### config.mk
export PLATFORM = sky130hd
export DESIGN_NAME = mod3_req_scheduler
export DESIGN_NICKNAME = d
export VERILOG_FILES = /design/src/rtl/mod3_req_scheduler.sv
export SDC_FILE = /design/constraint.sdc
export NUM_CORES = 1
export LEC_CHECK = 0
export CAP_MARGIN = 20
export CORE_MARGIN = 2
export CORE_UTILIZATION = 46
export CTS_CLUSTER_DIAMETER = 200
export DETAILED_ROUTE_END_ITERATION = 6
export GPL_TIMING_DRIVEN = 0
export PLACE_DENSITY = 0.83
export SLEW_MARGIN = 20
export SYNTH_ARGS = -nofsm -noshare
export SYNTH_HDL_FRONTEND = slang
export SYNTH_SLANG_ARGS = --single-unit
### constraint.sdc
create_clock -name clock -period 4.8 [get_ports clock]
set_input_delay 1.44 -clock clock [delete_from_list [all_inputs] [get_ports clock]]
set_output_delay 1.44 -clock clock [all_outputs]
set_load 0.1 [all_outputs]
### src/rtl/mod3_req_scheduler.sv
// ---------------------------------------------------------------------------
// mod3_req_scheduler
//
// Shares one bit-serial mod-3 residue engine between NREQ requesters. A
// round-robin arbiter picks one valid requester while idle, captures its
// WIDTH-bit operand and shifts it MSB-first through the residue engine, one
// bit every TICK_DIV clocks. The verdict (divisible by 3), the residue and the
// requester index are then presented on a valid/ready result port.
//
// Ports:
//   clock        system clock, rising edge
//   reset        asynchronous, active-high; aborts any operation in flight
//   req_valid    [NREQ]        per-requester operand valid
//   req_data     [NREQ*WIDTH]  operands, requester i at [i*WIDTH +: WIDTH]
//   req_ready    [NREQ]        one-hot accept, only ever high while idle
//   res_valid    result available, held until accepted
//   res_ready    consumer accepts result
//   res_div3     1 when operand mod 3 == 0
//   res_residue  operand mod 3 (0..2)
//   res_id       [IDW] index of the requester that supplied the operand
//   busy         high whenever the engine is not idle
// ---------------------------------------------------------------------------
module mod3_req_scheduler #(
  parameter int NREQ     = 4,
  parameter int WIDTH    = 8,
  parameter int TICK_DIV = 4,
  parameter int IDW      = 2
) (
  input  logic                  clock,
  input  logic                  reset,
  input  logic [NREQ-1:0]       req_valid,
  input  logic [NREQ*WIDTH-1:0] req_data,
  output logic [NREQ-1:0]       req_ready,
  output logic                  res_valid,
  input  logic                  res_ready,
  output logic                  res_div3,
  output logic [1:0]            res_residue,
  output logic [IDW-1:0]        res_id,
  output logic                  busy
);

  localparam int TCW = (TICK_DIV > 1) ? $clog2(TICK_DIV) : 1;
  localparam int BCW = $clog2(WIDTH + 1);
  localparam logic [TCW-1:0] TICK_LAST = TCW'(TICK_DIV - 1);
  localparam logic [BCW-1:0] BITS_INIT = BCW'(WIDTH);

  typedef enum logic [1:0] {S_IDLE, S_SHIFT, S_REPORT} state_t;

  state_t           r_state;
  state_t           w_state_next;
  logic [IDW-1:0]   r_ptr;
  logic [1:0]       r_residue;
  logic [TCW-1:0]   r_tick;
  logic [BCW-1:0]   r_bits;
  logic [WIDTH-1:0] r_shift;
  logic             r_res_valid;
  logic             r_res_div3;
  logic [1:0]       r_res_residue;
  logic [IDW-1:0]   r_res_id;

  logic [2*NREQ-1:0] w_valid2;
  logic [NREQ-1:0]   w_rot;
  logic              w_found;
  logic [IDW-1:0]    w_grant;
  logic [IDW:0]      w_sum;
  logic [IDW:0]      w_pn;
  logic [IDW-1:0]    w_ptr_next;
  logic [WIDTH-1:0]  w_data;
  logic              w_tick_last;
  logic              w_last_bit;
  logic [1:0]        w_res_next;

  // Round-robin search: rotate the valid vector so bit k is requester
  // (ptr+k) mod NREQ, take the lowest set bit, then map back to an index.
  always_comb begin
    w_valid2 = {req_valid, req_valid};
    w_rot    = NREQ'(w_valid2 >> r_ptr);
    w_found  = 1'b0;
    w_grant  = '0;
    w_sum    = '0;
    for (int k = 0; k < NREQ; k++) begin
      if (!w_found && w_rot[k]) begin
        w_found = 1'b1;
        w_sum   = {1'b0, r_ptr} + (IDW+1)'(k);
        if (w_sum >= (IDW+1)'(NREQ)) begin
          w_sum = w_sum - (IDW+1)'(NREQ);
        end
        w_grant = w_sum[IDW-1:0];
      end
    end
  end

  // Pointer moves to the requester after the one granted, with wrap.
  always_comb begin
    w_pn = {1'b0, w_grant} + (IDW+1)'(1);
    if (w_pn >= (IDW+1)'(NREQ)) begin
      w_ptr_next = '0;
    end else begin
      w_ptr_next = w_pn[IDW-1:0];
    end
  end

  always_comb begin
    w_data = '0;
    for (int k = 0; k < NREQ; k++) begin
      if (w_grant == IDW'(k)) begin
        w_data = req_data[k*WIDTH +: WIDTH];
      end
    end
  end

  genvar gi;
  generate
    for (gi = 0; gi < NREQ; gi++) begin : g_ready
      assign req_ready[gi] = ~reset & (r_state == S_IDLE) & w_found &
                             (w_grant == IDW'(gi));
    end
  endgenerate

  assign w_tick_last = (r_tick == TICK_LAST);
  assign w_last_bit  = w_tick_last && (r_bits == BCW'(1));

  // Residue step r' = (2r + b) mod 3; the register can never reach 3.
  always_comb begin
    case ({r_residue, r_shift[WIDTH-1]})
      3'b000:  w_res_next = 2'd0;
      3'b001:  w_res_next = 2'd1;
      3'b010:  w_res_next = 2'd2;
      3'b011:  w_res_next = 2'd0;
      3'b100:  w_res_next = 2'd1;
      3'b101:  w_res_next = 2'd2;
      default: w_res_next = 2'd0;
    endcase
  end

  always_ff @(posedge clock or posedge reset) begin
    if (reset) begin
      r_state <= S_IDLE;
    end else begin
      r_state <= w_state_next;
    end
  end

  always_comb begin
    w_state_next = r_state;
    case (r_state)
      S_IDLE:   if (w_found) w_state_next = S_SHIFT;
      S_SHIFT:  if (w_last_bit) w_state_next = S_REPORT;
      S_REPORT: if (res_ready) w_state_next = S_IDLE;
      default:  w_state_next = S_IDLE;
    endcase
  end

  always_ff @(posedge clock or posedge reset) begin
    if (reset) begin
      r_ptr         <= '0;
      r_residue     <= '0;
      r_tick        <= '0;
      r_bits        <= '0;
      r_shift       <= '0;
      r_res_valid   <= 1'b0;
      r_res_div3    <= 1'b0;
      r_res_residue <= '0;
      r_res_id      <= '0;
    end else begin
      case (r_state)
        S_IDLE: begin
          if (w_found) begin
            r_shift   <= w_data;
            r_bits    <= BITS_INIT;
            r_residue <= '0;
            r_tick    <= '0;
            r_res_id  <= w_grant;
            r_ptr     <= w_ptr_next;
          end
        end
        S_SHIFT: begin
          r_tick <= w_tick_last ? '0 : r_tick + TCW'(1);
          if (w_tick_last) begin
            r_residue <= w_res_next;
            r_shift   <= r_shift << 1;
            r_bits    <= r_bits - BCW'(1);
            if (r_bits == BCW'(1)) begin
              r_res_valid   <= 1'b1;
              r_res_residue <= w_res_next;
              r_res_div3    <= (w_res_next == 2'd0);
            end
          end
        end
        S_REPORT: begin
          if (res_ready) begin
            r_res_valid <= 1'b0;
          end
        end
        default: ;
      endcase
    end
  end

  assign res_valid   = r_res_valid;
  assign res_div3    = r_res_div3;
  assign res_residue = r_res_residue;
  assign res_id      = r_res_id;
  assign busy        = (r_state != S_IDLE);

endmodule

==> run metrics <==
Ports=50; Hold WC Path Type=register to register; Clk Latency, worst-skew pair=320 ps; Max Cap Viol=0; Post-DP Area=2160 µm²; largest net degree at the start of global routing=31; initial antenna violation count=0; Final ANT Viol Nets=0; clk buf depth=2; Slew @ Worst Pin=971 ps; global-route wire length before repair=6.59 mm; Post-Syn Area per Cell=8.32 µm²; worst ir drop on vdd=0.337 mV; drt first pass iters=5; hpwl dp=3.05 mm; number of synthesized flops with an enable pin=0; PwrDens=565 nW/µm²; row cnt=21; leak pwr=1.02 nW; CTS buffer count=3; Synth Instances=194; drt wl/cell=15.0 µm; final WL=4.42 mm; 1st-iter DRT viols=102; P&R area growth vs syn=45.4%; post-route cell area=2350 µm²; Hold Crit Depth=2; Die Span Y=63.2 µm; Antenna Cells=0; Initial Utilization=0.480; Cell Area, Synth=1610 µm²; Mapped Nets=240; R2R depth=13; setup ws final=33.2 ps; WP buf/inv=6; vias per cell=5.53; CP Capture Type=output pin; Setup Crit Path Kind=primary input to output pin; worst path required time=3360 ps; CTS tree=built; Setup Viol. Count Final=0; global placement routability congestion=0.814; CP Depth=10; post-synth cell types=38; Die W=63.2 µm; arrival time at the worst endpoint=3330 ps; largest fanout on the critical path=5; DRC viols=0; core area=3360 µm²; layout cells sized above 1=0.149; yosys warns=0; Seq/Total Area, Yosys=0.403; via count=1631; Final nets=296; Place WS=-1580 ps; f_max=0.210 GHz; CP delay by family, top=buffers and inverters; Fin. Hold Viols=0; minimum clock period=4770 ps; grt ovf=0; Max H-tree Level=1; CP Cell Sequence=clkdlybuf4s50_1 -> nor3b_2 -> nor3_2 -> buf_4 -> buf_4 -> inv_1 -> ha_1 -> buf_6 -> and3_4 -> buf_12; CP max-delay cell=clkdlybuf4s50_1; Slew Viols, Final=0; die area=4000 µm²; Setup crit start kind=primary input; Final period util=0.993; top_reg_cell synth=dfrtp_1; Yosys reg bits=26; CP max stage delay=530 ps; clock sinks=26; cell mode on critical path=buf_4; Async SR Flop Fraction=1.00; fillers=286; vias in the first global route=1447; Root Buffer=clkbuf_4; Max-Slew Margin vs Limit=0.351; outcome=completed; number of I/O port buffers=49; Overall Global Routing Usage=0.206; Clock Skew=3.13 ps; clock-pin slew on the worst setup and hold paths=140 ps
-- cells in the final DEF (no fill, tap or decap), drive strengths merged --
cell	netlist	final
clkbuf	7	9
buf	6	14
o211ai	1	1
o22ai	1	1
o31ai	12	12
and3	5	5
nor2b	1	1
o21a	1	1
mux2	1	1
a22o	2	2
or4	1	1
a21o	1	1
dlymetal6s2s	0	2
ha	7	7
clkdlybuf4s50	0	43
mux2i	1	1
nand3b	1	1
nand4	1	1
nand2b	1	1
dfrtp	26	26
nand3	2	2
xor2	1	1
a22oi	3	3
nor3	1	1
a221oi	7	7
clkinv	0	1
and2	1	1
a21oi	19	19
nor4	1	1
nor2	12	12
nand2	34	34
o21ai	16	16
xnor2	3	3
inv	16	15
nor3b	2	2
-- synthesized netlist by cell type (2+ instances only) --
library cell  instances  area, µm²
buf_6                 2       22.5
and3_1                5       31.3
buf_1                 2       7.51
o31ai_1              12       90.1
o21ai_0              14       70.1
dfrtp_1              26        651
a21oi_1              19       95.1
nor2_1               12       45.0
buf_2                 2       10.0
xnor2_1               3       26.3
a22o_1                2       17.5
a22oi_1               3       22.5
clkbuf_1              6       22.5
nor3b_1               2       15.0
ha_1                  7       87.6
nand2_1              33        124
nand3_1               2       10.0
inv_1                16       60.1
a221oi_1              7       61.3
-- path summary, 6_finish.rpt --
check / startpoint / endpoint / slack [ps]
worst max register to register: r_ptr[1] / r_shift[5] / 2160
max in group asynchronous: reset / r_tick[1] / 3090
worst min-delay path: res_residue[0] / res_residue[0] / 490
min in group asynchronous: reset / r_shift[4] / 1330
worst min register to register: res_residue[0] / res_residue[0] / 490
worst max-delay path: req_valid[2] / req_ready[2] / 30
-- sequential cells by signal, indices dropped and copies added (netlist names) --
register and count:
res_residue 2, res_valid 1, r_ptr 2, r_state 2, res_id 2, r_residue 2
r_tick 2, r_shift 8, res_div3 1, r_bits 4
-- final cells by class --
| class | count | area (µm²) | share of cell area |
|---|---|---|---|
| multi-input combinational | 139 | 905 | 0.385 |
| sequential | 26 | 651 | 0.277 |
| timing repair buffer | 55 | 574 | 0.245 |
| buffer | 9 | 63.8 | 0.0272 |
| inverter | 16 | 60.1 | 0.0256 |
| tap | 46 | 57.6 | 0.0245 |
| clock buffer | 4 | 36.3 | 0.0155 |
-- metal layers --
metal / track usage / vias up / wire length (µm) / part of all wire
met2: 0.352 / 59 / 2300 / 0.52
met5: 0 / - / 0 / 0
met3: 0.0536 / 9 / 205 / 0.046
li1: - / 790 / - / -
met1: 0.255 / 773 / 1850 / 0.42
met4: 0.0625 / 0 / 69 / 0.016
-- power breakdown --
group          leakage (nW)  total [mW]  internal [mW]  switching [mW]
Combinational         0.678       0.840          0.318           0.522
Clock                0.0210       0.111         0.0464          0.0647
Sequential            0.324       0.375          0.307          0.0686
-- cells by family (layout without fill, tap and decap cells) --
logic type / count (synthesis) / after routing / share of synthesized area
AO/OA/AOI/OAI: 63 / 63 / 0.250
AND/OR/NAND/NOR: 63 / 63 / 0.178
buffers and inverters: 29 / 84 / 0.0791
flip-flops: 26 / 26 / 0.403
adder cells (fa/ha/maj): 7 / 7 / 0.0543
XOR/XNOR: 4 / 4 / 0.0217
multiplexers: 2 / 2 / 0.0132
-- metrics by stage --
| step | total power [mW] | hold WS (ps) | setup TNS [ps] | utilization | std cells |
|---|---|---|---|---|---|
| 2_1_floorplan | 0.936 | 448 | 0 | - | 194 |
| 3_3_place_gp | 1.10 | 460 | -5190 | 0.644 | 289 |
| 3_5_place_dp | 1.13 | 468 | -5290 | 0.644 | 289 |
| 4_1_cts | 1.28 | 500 | -69.3 | 0.674 | 292 |
| 5_1_grt | 1.42 | 524 | -78.4 | 0.698 | 295 |
| 6_report | 1.33 | 492 | 0 | 0.698 | 295 |
-- tightest hold or removal path: stages (launching register included) --
cell     delay (ps)
dfrtp_1         370
nand2_1          50
o31ai_1          50
-- timing repair --
item / in CTS / in global routing
setup endpoints to repair: 4 / 4
cloned: 0 / 0
gates resized for setup: 42 / 7
setup buffers: 3 / 2
hold buffers: 0 / 0
pin swaps: 2 / 0
No activity file was read; power rests on OpenSTA's default activity.
